--- src/rtl/pc_pkg.sv ---
// Shared types and default constants for the program-counter generator.
package pc_pkg;

  // Source of the next program counter value, listed from lowest to highest
  // priority. The synchronous clear is handled by the state register itself.
  typedef enum logic [2:0] {
    SEL_HOLD,
    SEL_INC,
    SEL_BRANCH,
    SEL_JUMP,
    SEL_RAS,
    SEL_TRAP
  } pc_sel_e;

  // One-hot style command bundle for the return-address stack. At most one
  // field is set in any cycle; replace wins if the producer ever sets more.
  typedef struct packed {
    logic push;
    logic pop;
    logic replace;
  } ras_cmd_t;

  // Default reset and trap vectors; narrower instances truncate them.
  localparam logic [31:0] PC_RESET_VEC_DEFAULT = 32'h0000_0000;
  localparam logic [31:0] PC_TRAP_VEC_DEFAULT  = 32'h0000_0080;

endpackage

--- src/rtl/pc_ras.sv ---
// Circular return-address stack. A push onto a full stack overwrites the
// oldest entry, so the stack always holds the most recent RAS_DEPTH returns.
module pc_ras
  import pc_pkg::*;
#(
  parameter int ADDR_W    = 32,
  parameter int RAS_DEPTH = 4
) (
  input  logic              clk_i,
  input  logic              clr_i,
  input  ras_cmd_t          cmd_i,
  input  logic [ADDR_W-1:0] data_i,
  output logic [ADDR_W-1:0] top_o,
  output logic              empty_o,
  output logic              full_o
);

  localparam int PTR_W = $clog2(RAS_DEPTH);
  localparam int CNT_W = PTR_W + 1;

  // ptr_q addresses the next free slot; the top of stack sits just below it.
  logic [PTR_W-1:0]  ptr_q, ptr_d;
  logic [CNT_W-1:0]  cnt_q, cnt_d;
  logic [PTR_W-1:0]  top_idx;
  logic [PTR_W-1:0]  wr_idx;
  logic              wr_en;
  logic [ADDR_W-1:0] mem_q [RAS_DEPTH];

  assign top_idx = ptr_q - PTR_W'(1);
  assign empty_o = (cnt_q == '0);
  assign full_o  = (cnt_q == CNT_W'(RAS_DEPTH));
  assign top_o   = mem_q[top_idx];

  // Next pointer/count and the storage write port for this cycle's command.
  always_comb begin
    // NOTE: every output of this block gets a value before any branch, so no
    // path can leave one unassigned and infer a latch.
    ptr_d  = ptr_q;
    cnt_d  = cnt_q;
    wr_en  = 1'b0;
    wr_idx = ptr_q;
    if (cmd_i.replace) begin
      wr_en  = 1'b1;
      wr_idx = top_idx;
    end else if (cmd_i.push) begin
      wr_en = 1'b1;
      ptr_d = ptr_q + PTR_W'(1);
      if (!full_o) cnt_d = cnt_q + CNT_W'(1);
    end else if (cmd_i.pop && !empty_o) begin
      ptr_d = top_idx;
      cnt_d = cnt_q - CNT_W'(1);
    end
  end

  // Pointer and occupancy registers; clear empties the stack.
  always_ff @(posedge clk_i) begin
    // NOTE: sequential state uses non-blocking assignments so every register
    // samples the pre-edge values regardless of statement order.
    if (clr_i) begin
      ptr_q <= '0;
      cnt_q <= '0;
    end else begin
      ptr_q <= ptr_d;
      cnt_q <= cnt_d;
    end
  end

  // Entry storage; written by push or replace.
  always_ff @(posedge clk_i) begin
    // NOTE: the entries carry no reset; an emptied stack never reads them
    // back before a push overwrites them, and leaving them out lets the
    // array map onto plain storage.
    if (!clr_i && wr_en) mem_q[wr_idx] <= data_i;
  end

endmodule

--- src/rtl/pc_gen.sv ---
// Program-counter generator: sequential fetch, branch/jump/trap redirects and
// a return-address stack for call/return prediction.
module pc_gen
  import pc_pkg::*;
#(
  parameter int                ADDR_W     = 32,
  parameter int                INST_BYTES = 4,
  parameter logic [ADDR_W-1:0] RESET_VEC  = ADDR_W'(PC_RESET_VEC_DEFAULT),
  parameter logic [31:0]       TRAP_VEC   = PC_TRAP_VEC_DEFAULT,
  parameter int                RAS_DEPTH  = 4
) (
  input  logic              Clk,
  input  logic              Clr,
  input  logic              Stall,
  input  logic              BrTaken,
  input  logic [ADDR_W-1:0] BrTarget,
  input  logic              Jump,
  input  logic [ADDR_W-1:0] JumpTarget,
  input  logic              Call,
  input  logic              Ret,
  input  logic              Trap,
  output logic [ADDR_W-1:0] currentAddress,
  output logic              RasEmpty,
  output logic              RasFull,
  output logic              RasUnderflow
);

  localparam logic [ADDR_W-1:0] STEP        = ADDR_W'(INST_BYTES);
  localparam logic [ADDR_W-1:0] ALIGN_MASK  = ~ADDR_W'(INST_BYTES - 1);
  localparam logic [ADDR_W-1:0] TRAP_TARGET = ADDR_W'(TRAP_VEC) & ALIGN_MASK;

  logic [ADDR_W-1:0] pc_q, pc_d;
  logic [ADDR_W-1:0] ret_addr;
  logic [ADDR_W-1:0] ras_top;
  logic              ras_empty;
  logic              ras_full;
  logic              underflow_q, underflow_d;
  pc_sel_e           sel;
  ras_cmd_t          ras_cmd;

  // Return address of the instruction currently being fetched.
  assign ret_addr = pc_q + STEP;

  // Priority decode: pick the next-PC source and the stack operation.
  always_comb begin
    sel         = SEL_HOLD;
    ras_cmd     = '0;
    underflow_d = 1'b0;
    if (Clr) begin
      sel = SEL_HOLD;
    end else if (Trap) begin
      sel = SEL_TRAP;
    end else if (Ret) begin
      if (!ras_empty) begin
        sel = SEL_RAS;
        // A call paired with a return swaps the top entry in place.
        if (Jump && Call) ras_cmd.replace = 1'b1;
        else              ras_cmd.pop     = 1'b1;
      end else begin
        sel         = SEL_JUMP;
        underflow_d = 1'b1;
      end
    end else if (Jump) begin
      sel          = SEL_JUMP;
      ras_cmd.push = Call;
    end else if (BrTaken) begin
      sel = SEL_BRANCH;
    end else if (!Stall) begin
      sel = SEL_INC;
    end
  end

  // Next-PC mux; every redirect target is forced to instruction alignment.
  always_comb begin
    pc_d = pc_q;
    unique case (sel)
      SEL_HOLD:   pc_d = pc_q;
      SEL_INC:    pc_d = pc_q + STEP;
      SEL_BRANCH: pc_d = BrTarget & ALIGN_MASK;
      SEL_JUMP:   pc_d = JumpTarget & ALIGN_MASK;
      SEL_RAS:    pc_d = ras_top & ALIGN_MASK;
      SEL_TRAP:   pc_d = TRAP_TARGET;
      default:    pc_d = pc_q;
    endcase
  end

  // PC and underflow-pulse registers with synchronous clear.
  always_ff @(posedge Clk) begin
    if (Clr) begin
      pc_q        <= RESET_VEC;
      underflow_q <= 1'b0;
    end else begin
      pc_q        <= pc_d;
      underflow_q <= underflow_d;
    end
  end

  pc_ras #(
    .ADDR_W    (ADDR_W),
    .RAS_DEPTH (RAS_DEPTH)
  ) u_ras (
    .clk_i   (Clk),
    .clr_i   (Clr),
    .cmd_i   (ras_cmd),
    .data_i  (ret_addr),
    .top_o   (ras_top),
    .empty_o (ras_empty),
    .full_o  (ras_full)
  );

  assign currentAddress = pc_q;
  assign RasEmpty       = ras_empty;
  assign RasFull        = ras_full;
  assign RasUnderflow   = underflow_q;

endmodule
--- config.mk ---
export PLATFORM = sky130hd
export DESIGN_NAME = pc_gen
export DESIGN_NICKNAME = d
export VERILOG_FILES = /design/src/rtl/pc_pkg.sv /design/src/rtl/pc_ras.sv /design/src/rtl/pc_gen.sv
export SDC_FILE = /design/constraint.sdc
export NUM_CORES = 1
export LEC_CHECK = 0
export ABC_AREA = 1
export CAP_MARGIN = 20
export CELL_PAD_IN_SITES_DETAIL_PLACEMENT = 0
export CELL_PAD_IN_SITES_GLOBAL_PLACEMENT = 1
export CORE_ASPECT_RATIO = 1.2
export CORE_UTILIZATION = 45
export DETAILED_ROUTE_END_ITERATION = 10
export GPL_TIMING_DRIVEN = 0
export PLACE_DENSITY = 0.85
export SYNTH_ARGS = -nofsm -noshare
export SYNTH_HDL_FRONTEND = slang
export SYNTH_SLANG_ARGS = --single-unit
--- constraint.sdc ---
create_clock -name Clk -period 11.55 [get_ports Clk]
set_input_delay 2.31 -clock Clk [delete_from_list [all_inputs] [get_ports Clk]]
set_output_delay 2.31 -clock Clk [all_outputs]
set_load 0.01 [all_outputs]
# [Word level (Yosys, flattened, before mapping)]
# Memory sizes are Yosys's and may differ from the RTL's.
# Index checks and enable logic that the tools add are counted.
# W data, S select, Z words.
[word_totals] ff_bits=38 latchBits=0 ram_bits=128 romBits=0 input_bits=72 output_inout_bits=35 word_cells=57 mem_count=1
[memory_table] memory="u_ras.mem_q" depth=4 word_bits=32 read_ports=1 rd_ports_with_merged_regs=0 write_ports=1 line_no="pc_ras.sv:27" rtl="logic [ADDR_W-1:0] mem_q [RAS_DEPTH];"
[classes] addsub=5 multipliers=0 div=0 order_cmp=0 eq_ne=7 shifts=0 n_mux=27 bitwise=2 n_reduce_logical=11
[op_table] operator="$pmux W32 S5" count=1
[op_table] operator="$add A32 B3 Y32 const B" count=1
[op_table] operator="$mux W3" count=9
[op_table] operator="$mux W2" count=7
[op_table] operator="$mux W1" count=10
[op_table] operator="$eq A3 B3 Y1 const B" count=3
[op_table] operator="$eq A3 B2 Y1 const B" count=2
[op_table] operator="$reduce_bool A5 Y1" count=1
[op_table] operator="$add A3 B1 Y3 const B" count=1
[op_table] operator="$eq A3 B1 Y1 const B" count=1
[op_table] operator="$logic_and A1 B1 Y1" count=3
[op_table] operator="$logic_not A3 Y1" count=1
[op_table] operator="$reduce_and A3 Y1" count=1
[op_table] operator="$reduce_or A3 Y1" count=1
[op_table] operator="$sub A3 B1 Y3 const B" count=1
[op_table] operator="$add A2 B1 Y2 const B" count=1
[op_table] operator="$logic_not A1 Y1" count=2
[op_table] operator="$ne A2 B2 Y1 const B" count=1
[op_table] operator="$not A1 Y1" count=2
[op_table] operator="$reduce_and A2 Y1" count=1
[op_table] operator="$reduce_bool A2 Y1" count=1
[op_table] operator="$sub A2 B1 Y2 const B" count=1

# [Depth between registers and ports, before layout]
[depth] word_depth=11 depth_mapped=13 ltp_nobuf=12

# [By module]
# Synthesis repeated with hierarchy kept, for this count alone.
[hier_totals] cells_unflattened=878 area_unflattened_um2=8349.3
[modules_own_cells] module="pc_ras" instances=1 cells_per_inst=348 area_each_um2=5258.8 seq_area_each_um2=3943.8
[modules_own_cells] module="pc_gen" instances=1 cells_per_inst=530 area_each_um2=3090.5 seq_area_each_um2=620.6

# [Worst setup path after synthesis]
# Ideal clock, no wire load.
[synth_path] path_kind="input to register" start="in Trap" end="mem u_ras.mem_q[3][10], enable pin" setup_time_ps=461 arrival_ps=5308 required_time_ps=11089 setup_slack_ps=5781 stages=6 path_buffers=0 cell_sequence="nor2_2 inv_2 nor2_2 nand2_1 xor2_1 nor3b_1"
[synth_between] elab_chain_cells=7 elab_cells_between_ends=8 classes_between="mux: 7; reduce/logical: 1"
[synth_lines] element="start, declared" line_no="pc_gen.sv:21" rtl="input logic Trap,"
[synth_lines] element="$mux W3 (*)" line_no="pc_gen.sv:51" rtl="end else if (Trap) begin"
[synth_lines] element="$mux W3 (*)" line_no="pc_gen.sv:49" rtl="if (Clr) begin"
[synth_lines] element="$mux W1" line_no="pc_ras.sv:45" rtl="end else if (cmd_i.push) begin"
[synth_lines] element="$mux W1" line_no="pc_ras.sv:42" rtl="if (cmd_i.replace) begin"
[synth_lines] element="$logic_and A1 B1 Y1" line_no="pc_ras.sv:73" rtl="if (!clr_i && wr_en) mem_q[wr_idx] <= data_i;"
[synth_lines] element="$mux W1" line_no="pc_ras.sv:73"
[synth_lines] element="$mux W1 (not written as such)" line_no="pc_ras.sv:73"
[synth_lines] element="end, declared" line_no="pc_ras.sv:27"
# Mark *: on every way between the ends. The rest lies on a longest branch, timed or not.

# [Final worst setup path]
[layout_path] start="in Clr" end="mem u_ras.mem_q[3][19], enable pin"
[layout_between] elab_chain_cells=6 elab_cells_between_ends=8 classes_between="mux: 6; reduce/logical: 2"
[layout_lines] element="start, declared" line_no="pc_gen.sv:13" rtl="input logic Clr,"
[layout_lines] element="$mux W3" line_no="pc_gen.sv:49"
[layout_lines] element="$mux W1" line_no="pc_ras.sv:45"
[layout_lines] element="$mux W1" line_no="pc_ras.sv:42"
[layout_lines] element="$logic_and A1 B1 Y1" line_no="pc_ras.sv:73"
[layout_lines] element="$mux W1" line_no="pc_ras.sv:73"
[layout_lines] element="$mux W1 (not written as such)" line_no="pc_ras.sv:73"
# Parallel ways exist; a longest one is shown, timed or not.

==> summary by stage <==
Final layout
Summing all multi-input logic gate instances after layout gives 0.003000 mm2. The share of final-layout standard cells stronger than drive strength 1 is 0.07806. For this run, the post-layout net count is 1,074.

The signed area change from the synthesized netlist to the final layout is 25.80%. The area used by sequential logic in the layout is 0.004324 mm2. The antenna diode count is 0. Fill cells in the final layout number 1,542. The finished cells cover 0.009669 mm2.

Setup path
The startpoint of the worst-slack reg-to-reg timing path is u_ras.ptr_q[0]. Data on the critical path arrives at its endpoint at 4.85 ns. For flop-to-flop paths, the worst setup slack is 8.40 ns.

The depth of the worst register-to-register path is 9. STA classifies the critical path startpoint as an input port. Of all nets on the critical path, the largest fanout is 9. The worst register-to-register path ends at u_ras.mem_q[3][19]. The start-to-end type of the worst setup path is in2reg. The most critical setup path has its endpoint at u_ras.mem_q[3][19]. The first element of the critical path is Clr.

The required time reported for the critical path endpoint is 11.68 ns. The standard cell with the maximum stage delay on the critical path is nor3b_2. Walking the worst path, the cells encountered are clkdlybuf4s50_1, nor2_2, inv_2, nor2_2, nand2_1, nand2_1, o21ai_1, nor3b_2, buf_8, buf_6. The kind of capture point of the worst setup path is a flop.

In this design, the stage delay of the slowest critical-path cell is 0.66 ns.

Floorplanning
The chip height is 145.2 um. The placeable core region is 0.01679 mm2. The initialized floorplan defines 52 standard-cell rows. The die covers 0.01761 mm2.

Measured along the x axis, the die boundary spans 121.3 um. The number of placed I/O pins is 107. The initial utilization of the core area, before any placement, comes to 0.4579.

Logic synthesis
Summing every instance area after synthesis gives 0.007686 mm2. The cell taking the most area after synthesis is edfxtp_1. Sorting the synthesized cells by area gives the leading types as edfxtp_1 47%, nand2_1 15%, dfxtp_1 9.4%. For this run, the register share of the synthesized area comes to 0.5626. Of the post-synthesis cell area, the dominant cell type holds 0.4688.

Counting flops and latches in the post-synthesis netlist gives 156. After synthesis, the netlist uses 40 different library cells. The average instance in the mapped netlist occupies 8.794 um2. Synthesis handed over a netlist of 874 instances.

Yosys printed 0 warnings.

Place
The final RePlAce weighted congestion is 0.8889. Detailed placement ended at an HPWL of 16,500 um. The cell area after placement is 0.009101 mm2. In this run the tool buffered the top-level ports with 100 buffer cells.

Routing
After the first detailed-routing iteration, the DRC count stood at 478. The final antenna-violating net count is 0. For this run, design rule violations remaining after detail routing come to 1. The total number of vias is 6,495. For this run, the detailed router's first-pass iteration total came to 8. After detailed routing, the average wire length per cell comes to 18.45 um. Dividing the detail-routed via count by the number of cells gives 5.289. Wires add up to 22,660 um.

Global route
The maximum number of pins on one net before global-route repair is 28. The all-layer global routing usage is 0.2685. The first global-routing pass estimated 34,350 um of wire. Global routing finished with a remaining overflow of 0. The number of global-route vias before repair was 6,153. The initial antenna violation count is 0.

Power and ir drop
The internal portion of the total power is 0.001022 W. The total net switching power is 0.0003419 W. The share of total power dissipated in the clock network is 0.396. Of the total power, registers draw 0.473. The worst ir drop on vdd is 0.09102 mV. The power share of the combinational group is 0.131. For this design the ratio of total power to cell area is 141.1 mW/mm2. The analysis attributes to cell leakage a power of 3.641 nW. The proportion of total power due to net switching is 0.2506.

Clock network
For this design, the sink count on the clock tree is 156. The TritonCTS clock tree is done. The number of clock buffers added by TritonCTS is 17. Gates resized during post-CTS repair numbered 0.

The clock slew at the register clock pins of the worst setup and hold paths is 0.06 ns. The clock passes through at most 2 buffers. CTS placed an instance of clkbuf_16 at the clock tree root.

Hold repair after CTS inserted 0 buffers. The insertion delay of the later-clocked pin in the worst-skew pair is 0.43 ns. The number of H-tree branching levels is 4. Post-CTS timing repair inserted 0 buffers for setup.

Run status
The run finished, with violations left. The checks that failed: DRC.

Timing
Across the routed clock network, the largest skew measured is 0.009368 ns. The setup TNS is 0 ns. The hold violation total from the final report is 0. The minimum period implied by the final worst setup slack is 4.718 ns. Measured against its own limit, the worst slew margin works out to 0.4515.

Of the available clock period, the critical path in the final layout requires 0.4085. The number of pins with negative max-slew slack in the final report came to 0. The fmax is 212.0 MHz. Setup repair after global routing left no endpoint under its margin. At the pin with the least slew margin, the transition time is 0.8228 ns. Setup violations remaining at the end of the flow were counted as 0.

Run
The total of max-cap violations is 0.

Min path
The tightest min-delay check is of the reg2reg type.
[stage by stage]
| stage | setup WS, ns | total power (W) | util | hold slack [ns] | cells |
|---|---|---|---|---|---|
| finish | 6.832 | 0.001364 | 0.5760 | 0.5368 | 1228 |
| global route | 6.702 | 0.001408 | 0.5760 | 0.5578 | 1228 |
| CTS | 6.832 | 0.001365 | 0.5760 | 0.5370 | 1228 |
| detailed placement | 6.391 | 0.0008344 | 0.5422 | 0.5282 | 1197 |
| global placement | 3.234 | 0.0008310 | 0.5338 | 0.4956 | 1191 |
| floorplan | 5.781 | 0.0007445 | - | 0.4743 | 875 |
[logic make-up after synthesis]
logic type / after synthesis / share of synthesized area
AND/OR/NAND/NOR: 508 / 0.2779
XOR/XNOR: 19 / 0.02165
adder cells (fa/ha/maj): 2 / 0.004232
AO/OA/AOI/OAI: 98 / 0.07684
buffers and inverters: 86 / 0.05112
other: 1 / 0.0004879
multiplexers: 4 / 0.005209
flip-flops: 156 / 0.5626
[layer usage]
layer	track usage	routed length [um]
met5	0	0
met4	0.1037	503
met3	0.04756	1771
met2	0.4446	11110
met1	0.3461	9271
[area by class of cell]
class	instances	area share
tap	216	0.02795
clock buffer	20	0.04620
clock inverter	11	0.01255
inverter	55	0.02135
buffer	31	0.01928
sequential	156	0.4472
multi-input combinational	633	0.3103
timing repair buffer	106	0.1152
[power groups by stage]
| stage | Sequential (W) | Combinational, W | Clock, W |
|---|---|---|---|
| after floorplan | 0.000653 | 0.0000914 | 0 |
| after global placement | 0.000657 | 0.000174 | 0 |
| after detailed placement | 0.000657 | 0.000178 | 0 |
| after CTS | 0.000645 | 0.000179 | 0.000541 |
| after global routing | 0.000647 | 0.000195 | 0.000566 |
| final | 0.000645 | 0.000179 | 0.000540 |
[worst min-delay path by stage]
stage	to	from	slack [ns]	depth (start not counted)
final	u_ras.cnt_q[2]	u_ras.cnt_q[2]	0.54	2
after global routing	u_ras.cnt_q[2]	u_ras.cnt_q[2]	0.56	2
after CTS	u_ras.cnt_q[2]	u_ras.cnt_q[2]	0.54	2
after detailed placement	u_ras.cnt_q[2]	u_ras.cnt_q[2]	0.53	2
after global placement	u_ras.cnt_q[0]	u_ras.cnt_q[0]	0.50	1
after floorplan	u_ras.cnt_q[2]	u_ras.cnt_q[2]	0.47	2
[layout by cell type (no fill, tap or decap), drive strengths merged, types with 5 or more instances in the layout]
cell / n
nand2: 313
nor2: 127
edfxtp: 120
clkdlybuf4s50: 100
inv: 55
o21ai: 44
nand3: 37
dfxtp: 36
buf: 29
clkbuf: 28
a21oi: 18
o211ai: 17
a22oi: 14
nand4: 11
xor2: 10
nand3b: 9
xnor2: 9
and2: 5
clkinv: 5
[sequential cells by signal (all words and copies together) (netlist names)]
register        count
u_ras.mem_q       120
RasUnderflow        1
u_ras.cnt_q         3
currentAddress     30
u_ras.ptr_q         2
[synth_stat cells]
cell type / count
a22oi_1: 14
buf_6: 5
o211ai_1: 17
a21oi_1: 16
nand3_4: 3
o21ai_1: 5
nand2_1: 309
dfxtp_1: 36
a21oi_2: 1
o21ai_0: 39
xnor2_1: 9
a21oi_4: 1
nand3b_1: 9
buf_2: 11
or2_1: 1
nor2_4: 1
nor2_1: 122
ha_1: 1
nor3b_1: 1
nand2_8: 1
fa_1: 1
clkbuf_1: 8
inv_2: 6
and2_1: 5
inv_1: 49
nand3_1: 34
o22ai_1: 4
xor2_1: 10
nand2_4: 1
mux2i_1: 4
edfxtp_1: 120
conb_1: 1
buf_1: 2
nor2_2: 3
nand2_2: 2
buf_4: 5
nand4_1: 11
a211oi_1: 1
nor3_1: 4
nor2_8: 1
[worst max-delay path, delay by kind of cell]
kind,cells,cell delay [ns]
buf+inv,4,0.98
compound gates,1,0.15
simple gates,5,1.40
No activity file was read; power rests on OpenSTA's default activity.
